===== src/rtl/spi_copy_sched.sv =====
// Arbitrates two flash-to-SPRAM copy requesters over one SPI read FIFO.
// Each copy writes exactly the latched word count, then drains FIFO prefetch.
module spi_copy_sched #(
  parameter int LEN_W      = 14,
  parameter int FLUSH_CYC  = 16,
  parameter int START_HOLD = 4
) (
  input  logic             clk,
  input  logic             reset,
  input  logic [1:0]       i_req,
  input  logic [23:0]      i_flash_addr0,
  input  logic [23:0]      i_flash_addr1,
  input  logic [LEN_W-1:0] i_spram_addr0,
  input  logic [LEN_W-1:0] i_spram_addr1,
  input  logic [LEN_W-1:0] i_len0,
  input  logic [LEN_W-1:0] i_len1,
  output logic [1:0]       o_grant,
  output logic [1:0]       o_done,
  output logic             o_busy,
  output logic             o_fill,
  output logic [23:0]      o_flash_addr,
  input  logic             i_fifo_empty,
  input  logic             i_word_en,
  input  logic [31:0]      i_word,
  output logic             o_spram_we,
  output logic [LEN_W-1:0] o_spram_addr,
  output logic [31:0]      o_spram_wdata
);

  localparam int HOLD_W = $clog2(START_HOLD + 1);
  localparam int IDLE_W = $clog2(FLUSH_CYC + 1);

  typedef enum logic [2:0] {
    S_IDLE  = 3'd0,
    S_GRANT = 3'd1,
    S_START = 3'd2,
    S_RUN   = 3'd3,
    S_DRAIN = 3'd4,
    S_DONE  = 3'd5
  } state_t;

  state_t             state_r, state_s;
  logic               rr_ptr_r, win_r, win_s, win_nx_s;
  logic               accept_s, idle_cyc_s, fill_nx_s, grant_nx_s;
  logic [23:0]        flash_addr_r, sel_flash_s;
  logic [LEN_W-1:0]   wptr_r, rem_r, sel_spram_s, sel_len_s;
  logic [HOLD_W-1:0]  hold_cnt_r;
  logic [IDLE_W-1:0]  idle_cnt_r;

  // Arbitration winner, request operand select and next-state decode
  always_comb begin
    state_s = state_r;
    if (i_req[rr_ptr_r]) win_s = rr_ptr_r;
    else                 win_s = ~rr_ptr_r;
    if (state_r == S_IDLE) win_nx_s = win_s;
    else                   win_nx_s = win_r;
    sel_flash_s = win_r ? i_flash_addr1 : i_flash_addr0;
    sel_spram_s = win_r ? i_spram_addr1 : i_spram_addr0;
    sel_len_s   = win_r ? i_len1        : i_len0;
    accept_s    = (state_r == S_RUN) && i_word_en;
    idle_cyc_s  = i_fifo_empty && !i_word_en;
    case (state_r)
      S_IDLE: begin
        if (|i_req) state_s = S_GRANT;
        else        state_s = S_IDLE;
      end
      S_GRANT: begin
        if (sel_len_s == LEN_W'(0)) state_s = S_DONE;
        else                        state_s = S_START;
      end
      S_START: begin
        if (hold_cnt_r == HOLD_W'(START_HOLD - 1)) state_s = S_RUN;
        else                                       state_s = S_START;
      end
      S_RUN: begin
        if (accept_s && (rem_r == LEN_W'(1))) state_s = S_DRAIN;
        else                                  state_s = S_RUN;
      end
      S_DRAIN: begin
        if (idle_cyc_s && (idle_cnt_r == IDLE_W'(FLUSH_CYC - 1))) state_s = S_DONE;
        else                                                      state_s = S_DRAIN;
      end
      S_DONE:  state_s = S_IDLE;
      default: state_s = S_IDLE;
    endcase
    fill_nx_s  = (state_s == S_START) || (state_s == S_RUN);
    grant_nx_s = (state_s == S_GRANT) || fill_nx_s || (state_s == S_DRAIN);
  end

  // State, transfer bookkeeping and registered outputs
  always_ff @(posedge clk) begin
    if (reset) begin
      state_r       <= S_IDLE;
      rr_ptr_r      <= 1'b0;
      win_r         <= 1'b0;
      flash_addr_r  <= 24'd0;
      wptr_r        <= LEN_W'(0);
      rem_r         <= LEN_W'(0);
      hold_cnt_r    <= HOLD_W'(0);
      idle_cnt_r    <= IDLE_W'(0);
      o_grant       <= 2'b00;
      o_done        <= 2'b00;
      o_busy        <= 1'b0;
      o_fill        <= 1'b0;
      o_flash_addr  <= 24'd0;
      o_spram_we    <= 1'b0;
      o_spram_addr  <= LEN_W'(0);
      o_spram_wdata <= 32'd0;
    end else begin
      state_r <= state_s;
      if ((state_r == S_IDLE) && (|i_req)) begin
        win_r    <= win_s;
        rr_ptr_r <= ~win_s;
      end
      if (state_r == S_GRANT) begin
        flash_addr_r <= sel_flash_s;
        wptr_r       <= sel_spram_s;
        rem_r        <= sel_len_s;
        hold_cnt_r   <= HOLD_W'(0);
      end else if (state_r == S_START) begin
        hold_cnt_r <= hold_cnt_r + HOLD_W'(1);
      end
      // Words outside RUN (START overrun, DRAIN prefetch) never reach SPRAM
      if (accept_s) begin
        wptr_r <= wptr_r + LEN_W'(1);
        rem_r  <= rem_r - LEN_W'(1);
      end
      if ((state_r == S_DRAIN) && idle_cyc_s) idle_cnt_r <= idle_cnt_r + IDLE_W'(1);
      else                                    idle_cnt_r <= IDLE_W'(0);

      o_busy  <= (state_s != S_IDLE);
      o_fill  <= fill_nx_s;
      o_grant <= grant_nx_s ? {win_nx_s, ~win_nx_s} : 2'b00;
      o_done  <= (state_s == S_DONE) ? {win_r, ~win_r} : 2'b00;
      if (fill_nx_s) o_flash_addr <= (state_r == S_GRANT) ? sel_flash_s : flash_addr_r;
      else           o_flash_addr <= 24'd0;
      o_spram_we    <= accept_s;
      o_spram_addr  <= accept_s ? wptr_r : LEN_W'(0);
      o_spram_wdata <= accept_s ? i_word : 32'd0;
    end
  end

endmodule


===== config.mk =====
export PLATFORM = sky130hd
export DESIGN_NAME = spi_copy_sched
export DESIGN_NICKNAME = d
export VERILOG_FILES = /design/src/rtl/spi_copy_sched.sv
export SDC_FILE = /design/constraint.sdc
export NUM_CORES = 1
export LEC_CHECK = 0
export ABC_AREA = 1
export ABC_CLOCK_PERIOD_IN_PS = 2100
export BUFFER_PORTS_ARGS = -buffer_cell sky130_fd_sc_hd__buf_2
export CORE_MARGIN = 2
export CORE_UTILIZATION = 49
export DETAILED_ROUTE_END_ITERATION = 8
export PLACE_DENSITY = 0.78
export SLEW_MARGIN = 15
export SYNTH_ARGS = -nofsm -noshare
export SYNTH_HDL_FRONTEND = slang
export SYNTH_SLANG_ARGS = --single-unit

===== constraint.sdc =====
create_clock -name clk -period 2.1 [get_ports clk]
set_input_delay 0.105 -clock clk [delete_from_list [all_inputs] [get_ports clk]]
set_output_delay 0.105 -clock clk [all_outputs]
set_load 0.02 [all_outputs]

# Yosys cells after proc, flatten, opt, wreduce, memory -nomap -nowiden
# Cells that the tools add are included.
# classes
shift,0
div,0
reduce_logical,21
mux,18
mul,0
bitwise,9
n_addsub,4
n_eq_ne,12
order_cmp,1
# op_table
op,n
$mux W14,6
$mux W24,2
$eq A3 B2 Y1 const B,5
$pmux W3 S5,1
$add A14 B1 Y14 const B,1
$eq A14 B1 Y1 const B,1
$logic_not A14 Y1,1
$reduce_or A2 Y1,7
$sub A14 B1 Y14 const B,1
$eq A3 B3 Y1 const B,3
$not A1 Y1,9
$mux W1,7
$eq A3 B1 Y1 const B,2
$logic_and A1 B1 Y1,6
$mux W3,2
$add A5 B1 Y5 const B,1
$eq A5 B4 Y1 const B,1
$add A3 B1 Y3 const B,1
$logic_not A3 Y1,1
$logic_or A1 B1 Y1,3
$reduce_bool A3 Y1,1
$lt A1 B2 Y1 const B,1
$reduce_bool A2 Y1,1
$logic_not A1 Y1,1
# word_totals
regBits,142
n_memories,0
mem_bits_rw,0
latch_bits,0
word_cells,81
romBits,0

# Longest topological paths before layout
# depth
ltp_word,11
ltp_mapped,14
depth_no_buf,13

# Worst setup path before layout
# Ideal clock, no wire load.
# synth_path
path_type,register -> register
from,reg win_r
to,reg o_flash_addr[10]
path_stages_with_launch,12
setup_slack_ns,0.584
setup_time_ns,0.121
n_path_buf,2
arrival_ns,1.394
t_required_ns,1.979
period_less_slack_ns,1.516
path_cell_list,dfxtp_1 > buf_6 > or2_1 > o21ai_2 > nand2_1 > nor2_1 > nand2_1 > nand2_1 > nand2_1 > nand2_4 > buf_4 > nor2_1
# synth_between
elab_chain_cells,8
elab_cells_between_ends,11
# synth_rtl
element,line_no,rtl
from (decl),43,"logic rr_ptr_r, win_r, win_s, win_nx_s;"
from (signal assigned),112,win_r <= win_s;
$mux W14,59,sel_len_s = win_r ? i_len1 : i_len0;
$logic_not A14 Y1,68,if (sel_len_s == LEN_W'(0)) state_s = S_DONE;
$mux W3,68,
$pmux W3 S5,62,case (state_r)
$eq A3 B2 Y1,86,fill_nx_s = (state_s == S_START) || (state_s == S_RUN);
$logic_or A1 B1 Y1,86,
$not A1 Y1 (no source line),-,
$reduce_or A2 Y1 (no source line),-,
to (signal assigned),135,if (fill_nx_s) o_flash_addr <= (state_r == S_GRANT) ? sel_flash_s : flash_addr_r;
to (decl),21,"output logic [23:0] o_flash_addr,"
# Several ways; a longest one is shown, not always the timed one.
# A chain may end at the register's enable or synchronous reset.

# Worst setup path in the final report
# layout_path
from,reg win_r
to,reg o_grant[1]
# layout_between
elab_chain_cells,10
elab_cells_between_ends,14
# layout_rtl
element,line_no,rtl
$mux W14,59,
$logic_not A14 Y1,68,
$mux W3,68,
$pmux W3 S5,62,
$eq A3 B2 Y1,86,
$logic_or A1 B1 Y1,86,
$logic_or A1 B1 Y1 (2 in a row),87,grant_nx_s = (state_s == S_GRANT) || fill_nx_s || (state_s == S_DRAIN);
$not A1 Y1 (no source line),-,
$reduce_or A2 Y1 (no source line),-,
to (signal assigned),133,"o_grant <= grant_nx_s ? {win_nx_s, ~win_nx_s} : 2'b00;"
to (decl),17,"output logic [1:0] o_grant,"
# Several ways; a longest one is shown, not always the timed one.

==> reports/qor.txt <==
Crit Path Max Fanout = 19
die width = 113 µm
DRT antenna net count = 0
Final #Nets = 1,187
Slew @ Worst Pin = 0.584 ns
CP Capture Type = flip-flop
Setup Skew = 0.00764 ns
clk_lat worst skew = 0.42 ns
worst hold path class = in2reg
Max Root-Sink Buffers = 2
Synth top area share = 49.1%
post-place setup slack = 0.169 ns
largest net degree at the start of global routing = 38
WP buf/inv = 1
CP Cell Sequence = inv_4 -> nand2_1 -> nand2_1 -> nor2_1 -> nand2_1 -> nor2_1 -> nand2_1 -> nand2_1 -> nand2_2 -> nand2_8 -> nand3_2 -> nand2_1 -> nor2_1
Yosys reg bits = 142
post-detail-place hpwl = 11,300 µm
delay of the slowest critical-path stage = 0.45 ns
synthesized instance count = 789
TNS Setup = 0 ns
GRT Util Overall = 26.1%
Initial DRT Pass Iterations = 5
DRC violations left = 0
non-filler cells, final = 1,193
num ports = 219
relative slew slack = 61.0%
Power Density = 958 nW/µm²
syn nets = 938
clk sinks = 142
cts bufs inserted = 17
clock slew at reported path FFs = 0.06 ns
first-pass GRT wire length = 26,600 µm
most frequent cells in the layout = 218 x buf_2, 200 x nor2_1, 141 x dfxtp_1
Final Critical Period = 1.80 ns
die area = 12,700 µm²
RSZ-0062 raised after global routing = no
MaxCap Viol Count = 0
Setup CP Type = reg2reg
initial antenna violation count = 2
site row count = 39
Via density = 4.95
CTS tree = yes
top cell type by total area after synthesis = dfxtp_1
total grt overflow = 0
Synth Warn # = 0
Synth Cell Area = 5790 µm²
synth top area cells = dfxtp_1 49%, nor2_1 13%, nand2_1 8.5%
Peak supply drop = 0.000767 V
most common cell after layout, fill and taps aside = buf_2
area post-placement = 6990 µm²
Hold Vio Cnt, Final = 0
post-route cell area = 7980 µm²
Core ar. = 11,500 µm²
ratio of cells with drive above 1 in the final layout = 26.8%
initial DRC count = 306
H-tree Lvls = 4
vias = 5,904
Leak Pwr = 4.06 nW
# fillers = 911
CP required = 2.41 ns
final setup vio count = 0
Synth cell types = 41
Die Y = 113 µm
number of synthesized flops with an enable pin = 0
CP Data Arrival Time = 2.10 ns
clock root cell = clkbuf_16
I/O Buffers = 218
Synth Flop Type = dfxtp_1
WL per Instance = 13.9 µm
register area share after synthesis = 49.1%
most frequent CP cell = nand2_1
Mean Syn Cell Area = 7.34 µm²
routability cong. = 0.939
vias in the first global route = 5,790
max-slew violation count = 0
Final WS setup = 0.304 ns
Setup crit start kind = flip-flop
async set or reset register ratio after synthesis = 0%
status = complete, no violations
Worst path slowest cell = dfxtp_2
DRT Wirelength = 16,600 µm
starting density of the core = 50.5%
Final period util = 85.5%
fmax = 557 MHz
Area Overhead vs Synth = 37.6%
dpl cells = 1,127
CP delay by family, top = simple AND/OR/NAND/NOR gates
-- worst register-to-register path: stages, from the launching register on --
cell and delay, ns:
dfxtp_2 0.45, inv_4 0.14, nand2_1 0.09, nand2_1 0.07, nor2_1 0.11, nand2_1 0.06, nor2_1 0.12, nand2_1 0.07
nand2_1 0.07, nand2_2 0.13, nand2_8 0.16, nand3_2 0.09, nand2_1 0.10, nor2_1 0.04
-- stage by stage --
step	hold WS [ns]	utilization [%]	power, mW
4_1_cts	0.0403	69.3	7.65
2_1_floorplan	0.217	-	4.03
3_5_place_dp	0.324	60.9	4.46
6_report	0.0557	69.5	7.64
3_3_place_gp	0.317	60.9	4.44
5_1_grt	0.0565	69.5	8.01
-- state kept, by name (all words and copies together) (netlist names) --
signal / cells
o_grant: 2
o_busy: 1
o_spram_addr: 14
idle_cnt_r: 5
o_done: 2
o_fill: 1
o_spram_we: 1
flash_addr_r: 24
wptr_r: 14
win_r: 1
rr_ptr_r: 1
rem_r: 14
state_r: 3
o_spram_wdata: 32
hold_cnt_r: 3
o_flash_addr: 24
-- layout make-up --
cell class                 count  area, µm²  share of cell area (%)
inverter                      94        355                    4.46
antenna                        1       2.50                  0.0314
multi-input combinational    517       2440                    30.6
clock buffer                  21        460                    5.77
tap                          143        179                    2.24
timing repair buffer         266       1540                    19.3
sequential                   142       2840                    35.7
clock inverter                 9        160                    2.01
-- power breakdown --
part	internal [mW]	leakage, nW	total [mW]	switching (mW)
combinational	0.541	2.60	1.45	0.913
sequential	2.92	1.16	3.05	0.128
clock	2.04	0.304	3.14	1.10
-- routing by layer --
metal	vias to the layer above	track usage (%)	share of wire, %
met5	-	0	0
met4	0	10.7	1.8
met3	28	8.57	9.4
met2	284	44.7	47
met1	2604	30.2	41
li1	2988	-	-
-- cell usage after synthesis (8+ instances only) --
cell type and number:
clkbuf_1 16, nand2_1 131, buf_2 8, a31oi_1 14, o21ai_0 68, nor2_1 200, a21oi_1 18, dfxtp_1 142
nand3_1 19, inv_1 89, xor2_1 9
-- logic make-up (layout without fill, tap and decap cells) --
kind of cell | count (synthesis) | count (layout) | synth area share, %
flops | 142 | 142 | 49.1
simple gates | 376 | 377 | 26.5
fa+ha+maj | 7 | 7 | 1.51
other cells | 0 | 1 | 0
xor+xnor | 10 | 10 | 1.51
buf+inv | 131 | 390 | 9.26
mux | 1 | 1 | 0.173
compound gates | 122 | 122 | 12.0
-- final timing paths --
check                      from             to  slack [ns]  depth (start not counted)
hold reg to reg   idle_cnt_r[0]  idle_cnt_r[0]        0.45                          1
hold / removal            reset      wptr_r[1]        0.06                          2
setup / recovery          win_r     o_grant[1]        0.30                         13
setup reg to reg          win_r     o_grant[1]        0.30                         13
-- repair_timing --
item                                    in CTS  in global routing
endpoints found under the hold margin       33                  0
hold buffers                                34                  0
resized for setup                            0                  5
setup buffers                                0                  0
endpoints found under the setup margin       0                  2
Power figures use the tool's default switching activity.
